`config.mk`:
```
export PLATFORM = sky130hd
export DESIGN_NAME = step_counter
export DESIGN_NICKNAME = d
export VERILOG_FILES = /design/src/rtl/step_counter.sv
export SDC_FILE = /design/constraint.sdc
export NUM_CORES = 1
export LEC_CHECK = 0
export ABC_AREA = 1
export CAP_MARGIN = 20
export CORE_AREA = 2 2 39 41
export CTS_BUF_LIST = sky130_fd_sc_hd__clkbuf_4 sky130_fd_sc_hd__clkbuf_8
export CTS_CLUSTER_SIZE = 8
export DETAILED_ROUTE_END_ITERATION = 10
export DIE_AREA = 0 0 41 43
export SKIP_CTS_REPAIR_TIMING = 1
export SYNTH_ARGS = -nofsm -noshare
export SYNTH_HDL_FRONTEND = slang
export SYNTH_SLANG_ARGS = --single-unit
```
`constraint.sdc`:
```
create_clock -name clock -period 1.4 [get_ports clock]
set_input_delay 0.21 -clock clock [delete_from_list [all_inputs] [get_ports clock]]
set_output_delay 0.21 -clock clock [all_outputs]
set_load 0.005 [all_outputs]
```
`src/rtl/step_counter.sv`:
```
// Stepped operation counter: IDLE -> RUN (TERMINAL steps) -> DONE pulse.
// Ports: clock, clr (async low), start/stall/abort in; count/busy/last/done out.
module step_counter #(
  parameter int WIDTH    = 6,
  parameter int TERMINAL = 32,
  parameter int DOWN     = 0
) (
  input  logic             clock,
  input  logic             clr,
  input  logic             start,
  input  logic             stall,
  input  logic             abort,
  output logic [WIDTH-1:0] count,
  output logic             busy,
  output logic             last,
  output logic             done
);

  typedef enum logic [1:0] {
    S_IDLE = 2'd0,
    S_RUN  = 2'd1,
    S_DONE = 2'd2
  } state_e;

  // TERMINAL-1 always fits in WIDTH bits, even at TERMINAL = 2^WIDTH.
  localparam logic [WIDTH-1:0] TOP = WIDTH'(TERMINAL - 1);
  localparam logic [WIDTH-1:0] ONE = WIDTH'(1);
  localparam logic [WIDTH-1:0] FI  = (DOWN != 0) ? TOP : '0;
  localparam logic [WIDTH-1:0] LI  = (DOWN != 0) ? '0 : TOP;

  state_e           state_q, state_d;
  logic [WIDTH-1:0] count_q, count_d;

  always_ff @(posedge clock or negedge clr) begin
    if (!clr) begin
      state_q <= S_IDLE;
      count_q <= '0;
    end else begin
      state_q <= state_d;
      count_q <= count_d;
    end
  end

  always_comb begin
    state_d = state_q;
    count_d = count_q;
    unique case (state_q)
      S_IDLE, S_DONE: begin
        if (start) begin
          state_d = S_RUN;
          count_d = FI;
        end else begin
          state_d = S_IDLE;
          count_d = '0;
        end
      end
      S_RUN: begin
        // abort beats stall beats stepping
        if (abort) begin
          state_d = S_IDLE;
          count_d = '0;
        end else if (stall) begin
          state_d = S_RUN;
        end else if (count_q == LI) begin
          state_d = S_DONE;
          count_d = '0;
        end else if (DOWN != 0) begin
          count_d = count_q - ONE;
        end else begin
          count_d = count_q + ONE;
        end
      end
      default: begin
        state_d = S_IDLE;
        count_d = '0;
      end
    endcase
  end

  always_comb begin
    busy = (state_q == S_RUN);
    done = (state_q == S_DONE);
    last = (state_q == S_RUN) && (count_q == LI);
  end

  assign count = count_q;

endmodule

```
; ---- Word-level counts from Yosys, hierarchy flattened
; Cells that the tools add are included.
[totals]
latchBits = 0
mem_count = 0
ff_bits = 8
ramBits = 0
elab_cells = 20
mem_bits_ro = 0
[op_classes]
reduce_logical = 3
bitwise_logic = 0
eq_ne = 5
shifts = 0
div_mod_pow = 0
n_addsub = 1
magnitude_cmp = 0
n_mux = 9
multipliers = 0
[op_table]
columns = operator, n
row1 = 2-to-1 mux 6 bit, 4
row2 = adder 6 x 1 -> 6 bit (second input constant), 1
row3 = == test 6 x 5 -> 1 bit (second input constant), 1
row4 = 2-to-1 mux 2 bit, 3
row5 = inequality test 4 x 3 -> 1 bit (second input constant), 1
row6 = one-hot mux 2 bit (2 select lines), 1
row7 = inequality test 3 bit (second input constant), 1
row8 = == test 2 x 1 -> 1 bit (second input constant), 1
row9 = == test 2 bit (second input constant), 1
row10 = logical NOT 2 bit, 1
row11 = OR reduction 2 bit, 1
row12 = logical AND 1 bit, 1
row13 = 2-to-1 mux 1 bit, 1

; ---- Longest topological paths before layout
; Gate-level depths: netlist of the first run.
[logic_depth]
depth_word = 5
ltp_mapped = 7
depth_no_buf = 7

; ---- Worst setup path before layout of the first run
; Ideal clock, no wire load.
[synth_path]
path_kind = flip-flop to output port
from = reg count_q[1], in the netlist count[1]
to = out last
arrival_ps = 978
setup_slack_ps = 212
path_stages_with_launch = 6
n_path_buf = 0
t_required_ps = 1190
cell_sequence = dfrtp_1 > ha_1 > nand2_1 > nor2_2 > nand2_2 > nor2_1
[synth_between]
elab_chain_len = 2
[synth_rtl]
columns = element, line_no
row1 = start: declaration, 32  ; logic [WIDTH-1:0] count_q, count_d;
row2 = start signal: assignment, 40  ; count_q <= count_d;
row3 = == test 6 x 5 -> 1 bit, 83  ; last = (state_q == S_RUN) && (count_q == LI);
row4 = logical AND 1 bit, 83
row5 = end: declaration, 15  ; output logic last,
; No other way between the ends.

; ---- Worst setup path after layout of the first run
; Ends and elaborated chain as after synthesis.

==> results.sh, run 1 <==
export IMPL_dpl_cell_count=99
export IMPL_grt_ovfl_total=0
export IMPL_finalSetupViolCount=1
export IMPL_rows=14
export IMPL_ys_flop_type="dfrtp_1"
export IMPL_cts_sinks=8
export IMPL_worst_slack_ns=-0.0201
export IMPL_synth_commonest_cells="17 x nand2_1, 8 x dfrtp_1, 7 x inv_1, 7 x nor2_1"
export IMPL_drtPass1Iterations=4
export IMPL_clock_latency_ns=0.25
export IMPL_io_buffers=13
export IMPL_fp_dieArea_mm2=0.00176
export IMPL_drv_slew=0
export IMPL_maxSlewHeadroom=0.757
export IMPL_cp_max_fo=2
export IMPL_drive_above_1_share=0.299
export IMPL_diodes=0
export IMPL_cpMaxStageDelayCell="dfrtp_1"
export IMPL_fin_util=0.529
export IMPL_p_total_uw=523
export IMPL_worst_pin_slew_ns=0.363
export IMPL_start_util=0.335
export IMPL_vias=474
export IMPL_critPathTopFamily="flip-flops"
export IMPL_synth_edff_count=0
export IMPL_multi_input_area_um2=229
export IMPL_maxClockFrequency_mhz=704
export IMPL_grt_usage=0.135
export IMPL_regArea_um2=200
export IMPL_vdd_ir_drop_max_uv=451
export IMPL_power_frac_comb=0.194
export IMPL_min_period_over_period=1.01
export IMPL_syn_inst=60
export IMPL_wl_per_cell_um=9.71
export IMPL_syn2layout_area_growth_pct=57.7
export IMPL_switching_share=0.254
export IMPL_r2r_cells=7
export IMPL_p_sw_uw=133
export IMPL_cts_made_buffers=3
export IMPL_synth_cell_area_um2=464
export IMPL_core_area_mm2=0.00138
export IMPL_hpwl_um=825
export IMPL_drcViolationCount=0
export IMPL_crit_path_end_kind="output pin"
export IMPL_root_buffer="clkbuf_4"
export IMPL_seqPwrFrac=0.470
export IMPL_yosys_warnings=0
export IMPL_cp_data_arrival_time_ns=1.21
export IMPL_fillerInstances=130
export IMPL_worstPathRequired_ns=1.19
export IMPL_first_global_vias=411
export IMPL_setup_tns_ns=-0.0201
export IMPL_rsz0062_at_grt="yes"
export IMPL_leakage_nw=0.473
export IMPL_fin_nets=95
export IMPL_status="finished with violations"
export IMPL_p_per_area_mw_per_mm2=714
export IMPL_cts_tree="done"
export IMPL_critPathMaxStageDelay_ns=0.35
export IMPL_hp_class="in -> async"
export IMPL_antenna_found_initial=0
export IMPL_clock_skew_ns=0.00459
export IMPL_cts_max_level=1
export IMPL_synth_top_area_share=0.431
export IMPL_synth_most_common_cell="nand2_1"
export IMPL_die_x_um=41
export IMPL_async_reset_ff_frac=1.00
export IMPL_maxCapViolCount=0
export IMPL_avgViaCountPerCell=4.60
export IMPL_drt_iter0_markers=3
export IMPL_grt_max_degree=9
export IMPL_synth_area_leaders="dfrtp_1 43%, nand2_1 14%, inv_1 5.7%"
export IMPL_final_cells=103
export IMPL_wl_mm=1.00
export IMPL_violations="setup timing"
export IMPL_synth_area_leader_cell="dfrtp_1"
export IMPL_avgSynthCellArea_um2=7.74
export IMPL_criticalPathCategory="reg -> out"
export IMPL_internal_power_uw=390
export IMPL_ys_seq_area_frac=0.431
export IMPL_synth_seq_cells=8
export IMPL_crit_cells=6
export IMPL_cts_max_path_buffers=2
export IMPL_ys_types=19
export IMPL_syn_num_nets=66
export IMPL_die_y_um=43
export IMPL_crit_path_cell_trace="ha_1 > nand2_1 > nor2_2 > nand2_2 > nor2_1 > clkbuf_2"
export IMPL_setup_worst_path_start_class="register"
export IMPL_gp_congestion=0.846
export IMPL_ant_nets=0
export IMPL_path_clk_slew_ns=0.06
export IMPL_post_route_min_period_ns=1.42
export IMPL_crit_buf_inv=1
export IMPL_hold_viol_final=0
export IMPL_ios=14
export IMPL_grt_pass1_wl_mm=1.58
export IMPL_pre_cts_ws_ns=-0.173
export IMPL_pwr_share_clk=0.336
worst paths after layout:
path,startpoint,slack (ns),to
min in group clock,start,0.52,state_q[0]
worst max-delay path,count[1],-0.02,last
worst min-delay path,clr,0.23,count[2]
worst max register to register,count[1],0.17,count[3]
max in group asynchronous,clr,0.90,state_q[0]
worst min register to register,count[4],0.59,count[4]
state kept, by name (all words and copies together), names as in the netlist:
name,flops
state_q,2
count,6
placed cells by master (no fill, tap or decap), types with 2 or more instances in the layout:
cell / n
dfrtp_1: 8
clkdlybuf4s50_1: 5
dlymetal6s2s_1: 7
clkbuf_4: 3
inv_1: 7
nor2_2: 2
buf_4: 11
nand3_1: 3
nand4_1: 2
nand2_2: 3
nand2_1: 17
nor2_1: 7
logic make-up after synthesis:
group | after synthesis | share of synthesized area
AND/OR/NAND/NOR | 37 | 0.369
AO/OA/AOI/OAI | 5 | 0.0970
adder cells (fa/ha/maj) | 1 | 0.0269
flip-flops | 8 | 0.431
buffers and inverters | 9 | 0.0755
worst reg2reg max path, delay by kind of cell, from the launching register on:
| kind | cells | cell delay [ns] |
|---|---|---|
| AOI/OAI and AO/OA | 1 | 0.14 |
| adders and majority gates | 1 | 0.16 |
| buffers and inverters | 1 | 0.14 |
| DFF | 1 | 0.35 |
| and+or+nand+nor | 4 | 0.33 |
routing by layer:
metal  up-vias  wire length [µm]  GRT usage
li1        244                 -          -
met1       216               442      0.165
met2        12               499      0.203
met3         2                54     0.0471
met4         0                 4     0.0600
met5         -                 0          0
power groups by stage:
stage / clock (mW) / combinational [mW] / sequential (mW)
floorplan: 0 / 0.0472 / 0.250
global placement: 0 / 0.106 / 0.249
detailed placement: 0 / 0.106 / 0.249
CTS: 0.188 / 0.106 / 0.245
global route: 0.201 / 0.115 / 0.247
finish: 0.176 / 0.101 / 0.246
per-stage QoR:
stage	hold WS (ns)	instance area, µm²
floorplan	-0.0856	464
global placement	0.523	689
detailed placement	0.530	689
CTS	0.249	712
global route	0.264	732
finish	0.232	732
layout make-up:
type	count	share of cell area
multi-input combinational	43	0.313
timing repair buffer	24	0.308
sequential	8	0.274
inverter	9	0.0479
clock buffer	3	0.0308
tap	16	0.0274
Power figures use the tool's default switching activity.
==> inputs of run 2 (changes only) <==
CELL_PAD_IN_SITES_DETAIL_PLACEMENT = 0   (was default)
CELL_PAD_IN_SITES_GLOBAL_PLACEMENT = 1   (was default)
CORE_AREA = default   (was 2 2 39 41)
CORE_UTILIZATION = 33   (was default)
DIE_AREA = default   (was 0 0 41 43)
PLACE_DENSITY_LB_ADDON = 0.1   (was default)
RECOVER_POWER = 25   (was default)
==> run 2 against run 1 <==
  * Worst hold slack improved by 0.089 ns
  * Register-to-register slack lost 0.04 ns
  * First-iteration DRC count rose by 33%
  * Die area fell by 11%
  * Wire length up 11%
  * Clock power barely moved
  * The run still ends with setup timing left
  * Global-route usage is 2.6 points higher
  * Highest routed layer unchanged
  * Final cell count rose by 0.97%
==> results.sh, run 2 (synthesis gave the netlist of run 1 again) <==
export IMPL_status="finished with violations"
export IMPL_violations="setup timing"
export IMPL_avgViaCountPerCell=4.32
export IMPL_maxCapViolCount=0
export IMPL_rsz0062_at_grt="yes"
export IMPL_fin_nets=97
export IMPL_vdd_ir_drop_max_uv=474
export IMPL_p_per_area_mw_per_mm2=706
export IMPL_grt_ovfl_total=0
export IMPL_p_total_uw=532
export IMPL_hold_viol_final=0
export IMPL_wl_per_cell_um=10.7
export IMPL_crit_path_cell_trace="ha_1 > nand2_1 > nor2_2 > nand2_2 > nor2_1 > dlymetal6s2s_1"
export IMPL_antenna_found_initial=0
export IMPL_grt_usage=0.161
export IMPL_cp_max_fo=2
export IMPL_drtPass1Iterations=2
export IMPL_path_clk_slew_ns=0.05
export IMPL_cts_sinks=8
export IMPL_grt_pass1_wl_mm=1.56
export IMPL_io_buffers=13
export IMPL_cts_tree="done"
export IMPL_syn2layout_area_growth_pct=62.3
export IMPL_cp_startpoint="count[0]"
export IMPL_clock_latency_ns=0.25
export IMPL_die_y_um=39.5
export IMPL_leakage_nw=0.501
export IMPL_maxClockFrequency_mhz=687
export IMPL_hpwl_um=819
export IMPL_drv_slew=0
export IMPL_root_buffer="clkbuf_4"
export IMPL_crit_buf_inv=1
export IMPL_drive_above_1_share=0.303
export IMPL_drcViolationCount=0
export IMPL_start_util=0.357
export IMPL_final_common_cell="nand2_1"
export IMPL_drt_iter0_markers=4
export IMPL_final_cells=104
export IMPL_post_route_min_period_ns=1.46
export IMPL_die_x_um=39.5
export IMPL_dpl_cell_count=98
export IMPL_crit_path_end_kind="output pin"
export IMPL_maxSlewHeadroom=0.728
export IMPL_worstPathRequired_ns=1.19
export IMPL_vias=449
export IMPL_diodes=0
export IMPL_cts_max_level=1
export IMPL_grt_max_degree=9
export IMPL_cts_made_buffers=3
export IMPL_largest_reg_flops=6
export IMPL_rows=13
export IMPL_cpMaxStageDelayCell="dfrtp_1"
export IMPL_min_period_over_period=1.04
export IMPL_finalSetupViolCount=1
export IMPL_gp_congestion=0.787
export IMPL_cp_data_arrival_time_ns=1.25
export IMPL_mostFrequentLayoutCells="17 x nand2_1, 13 x buf_4, 8 x dfrtp_1, 8 x dlymetal6s2s_1"
export IMPL_worst_pin_slew_ns=0.407
export IMPL_pre_cts_ws_ns=-0.173
export IMPL_criticalPathCategory="reg -> out"
export IMPL_hp_class="in -> async"
export IMPL_critPathTopFamily="flip-flops"
export IMPL_setup_worst_path_start_class="register"
export IMPL_clock_skew_ns=0.000454
export IMPL_wl_mm=1.11
export IMPL_ios=14
export IMPL_cts_max_path_buffers=2
export IMPL_first_global_vias=381
export IMPL_critPathMaxStageDelay_ns=0.36
export IMPL_ant_nets=0
export IMPL_worst_slack_ns=-0.0554
export IMPL_core_area_mm2=0.00130
export IMPL_fp_dieArea_mm2=0.00156
export IMPL_r2r_start="count[0]"
[run 2: final timing paths]
kind	endpoint	slack (ns)	cells past startpoint
worst max-delay path	last	-0.06	6
worst min-delay path	state_q[1]	0.32	1
worst max register to register	count[0]	0.13	7
worst min register to register	state_q[0]	0.56	3
max in group asynchronous	count[2]	0.80	1
min in group clock	state_q[0]	0.51	3
[run 2: layout make-up]
type | count | area [µm²]
Fill cell | 139 | 548
Multi-Input combinational cell | 43 | 229
Timing Repair Buffer | 26 | 248
Tap cell | 15 | 18.8
Sequential cell | 8 | 200
Clock buffer | 3 | 22.5
Inverter | 9 | 35.0
[run 2: worst reg2reg max path, cell delays in order, from the launching register on]
cell      delay [ns]
dfrtp_1         0.36
ha_1            0.16
nand2_1         0.08
nor2_2          0.13
nand2_2         0.06
buf_4           0.14
o21bai_4        0.14
nor2_1          0.07
[run 2: where the power goes]
part	switching [mW]	leakage [nW]	internal [mW]
Clock	0.0801	0.0138	0.0982
Combinational	0.0514	0.378	0.0569
Sequential	0.00573	0.109	0.240
[run 2: per-layer routing]
metal / global-route usage / vias to the layer above / share of wire
met2: 0.254 / 11 / 0.49
met4: 0.0776 / 0 / 0.016
met1: 0.195 / 189 / 0.46
met5: 0 / - / 0
li1: - / 247 / -
met3: 0.0511 / 2 / 0.036
[run 2: through the flow]
| step | util | area (µm²) | hold slack, ns | setup TNS [ns] |
|---|---|---|---|---|
| final | 0.579 | 753 | 0.321 | -0.0554 |
| after global placement | 0.529 | 688 | 0.526 | -0.152 |
| after floorplan | - | 464 | -0.0856 | 0 |
| after global routing | 0.579 | 753 | 0.344 | -0.138 |
| after CTS | 0.546 | 711 | 0.257 | -0.788 |
| after detailed placement | 0.529 | 688 | 0.528 | -0.173 |
==> inputs of run 3 (changes only) <==
PLACE_DENSITY_LB_ADDON = 0.25   (was 0.1)
==> run 3 against run 2 <==
  * Highest routed layer unchanged
  * Critical endpoint unchanged
  * Fmax is 2.7% higher
  * Final cell count decreased by 2.9%
  * Critical path depth did not move
  * The run still ends with setup timing left
==> results.sh, run 3 (synthesis gave the netlist of run 1 again) <==
export IMPL_die_x_um=39.5
export IMPL_cts_tree="done"
export IMPL_r2r_slack_ns=0.16
export IMPL_cts_max_level=1
export IMPL_cts_made_buffers=3
export IMPL_rsz0062_at_grt="yes"
export IMPL_criticalPathCategory="reg -> out"
export IMPL_io_buffers=13
export IMPL_avgViaCountPerCell=4.52
export IMPL_hpwl_um=803
export IMPL_ios=14
export IMPL_status="finished with violations"
export IMPL_mostFrequentLayoutCells="16 x nand2_1, 10 x buf_4, 8 x dfrtp_1"
export IMPL_finalSetupViolCount=1
export IMPL_vias=457
export IMPL_grt_ovfl_total=0
export IMPL_cp_max_fo=2
export IMPL_diodes=0
export IMPL_drive_above_1_share=0.302
export IMPL_gp_congestion=0.769
export IMPL_crit_path_end_kind="output pin"
export IMPL_fin_nets=94
export IMPL_rows=13
export IMPL_final_common_cell="nand2_1"
export IMPL_drcViolationCount=0
export IMPL_root_buffer="clkbuf_4"
export IMPL_grt_usage=0.152
export IMPL_cts_max_path_buffers=2
export IMPL_antenna_found_initial=0
export IMPL_hp_class="in -> async"
export IMPL_r2r_start="count[0]"
export IMPL_worst_pin_slew_ns=0.390
export IMPL_syn2layout_area_growth_pct=57.4
export IMPL_min_period_over_period=1.01
export IMPL_grt_pass1_wl_mm=1.50
export IMPL_clock_latency_ns=0.25
export IMPL_maxCapViolCount=0
export IMPL_vdd_ir_drop_max_uv=483
export IMPL_cts_sinks=8
export IMPL_ant_nets=0
export IMPL_fp_dieArea_mm2=0.00156
export IMPL_setup_worst_path_start_class="register"
export IMPL_p_per_area_mw_per_mm2=716
export IMPL_largest_reg_flops=6
export IMPL_die_y_um=39.5
export IMPL_hold_viol_final=0
export IMPL_pre_cts_ws_ns=-0.194
export IMPL_leakage_nw=0.469
export IMPL_fin_util=0.562
export IMPL_p_total_uw=523
export IMPL_wl_per_cell_um=9.82
export IMPL_maxClockFrequency_mhz=705
export IMPL_cp_data_arrival_time_ns=1.21
export IMPL_start_util=0.357
export IMPL_r2r_cells=7
export IMPL_clock_skew_ns=0.00158
export IMPL_path_clk_slew_ns=0.05
export IMPL_violations="setup timing"
export IMPL_grt_max_degree=9
export IMPL_setup_tns_ns=-0.0176
export IMPL_core_area_mm2=0.00130
export IMPL_worstPathRequired_ns=1.19
export IMPL_wl_um=992
export IMPL_post_route_min_period_ns=1.42
export IMPL_drv_slew=0
export IMPL_reg2reg_to="state_q[0]"
export IMPL_worst_slack_ns=-0.0176
export IMPL_first_global_vias=374
export IMPL_timing_hold_ws_ns=0.315
export IMPL_drt_iter0_markers=5
export IMPL_maxSlewHeadroom=0.739
export IMPL_drtPass1Iterations=3
[run 3: worst max-delay path, stage by stage (launching register included)]
cell and delay (ns):
dfrtp_1 0.35, ha_1 0.18, nand2_2 0.09, nor2_4 0.10
nand2_2 0.06, nor2_1 0.08, clkbuf_2 0.11
[run 3: per-layer routing]
| metal | vias up | track usage | share of wire |
|---|---|---|---|
| met5 | - | 0 | 0 |
| met4 | 0 | 0.129 | 0.025 |
| met3 | 4 | 0.0170 | 0.051 |
| met2 | 10 | 0.225 | 0.47 |
| met1 | 201 | 0.194 | 0.45 |
| li1 | 242 | - | - |
[run 3: stage by stage]
step           cell area (µm²)  instances
3_5_place_dp               688         98
5_1_grt                    731        101
2_1_floorplan              464         60
4_1_cts                    711        101
6_report                   731        101
3_3_place_gp               688         98
[run 3: layout make-up]
class / instances / area (µm²)
Multi-Input combinational cell: 43 / 236
Clock buffer: 3 / 22.5
Fill cell: 128 / 571
Sequential cell: 8 / 200
Inverter: 9 / 35.0
Tap cell: 15 / 18.8
Timing Repair Buffer: 23 / 218
[run 3: power breakdown]
group,internal (mW),switching (mW),total (mW)
clock network,0.0981,0.0776,0.176
registers,0.240,0.00576,0.245
logic,0.0518,0.0502,0.102
total,0.390,0.134,0.523
[run 3: worst max path at each step]
| stage | endpoint | from | cells past startpoint | slack, ns |
|---|---|---|---|---|
| after floorplan | last | count[1] | 5 | 0.21 |
| after global placement | last | count[0] | 6 | -0.15 |
| after detailed placement | last | count[0] | 6 | -0.19 |
| after CTS | last | count[0] | 6 | -0.47 |
| after global routing | last | count[1] | 6 | -0.13 |
| final | last | count[0] | 6 | -0.02 |
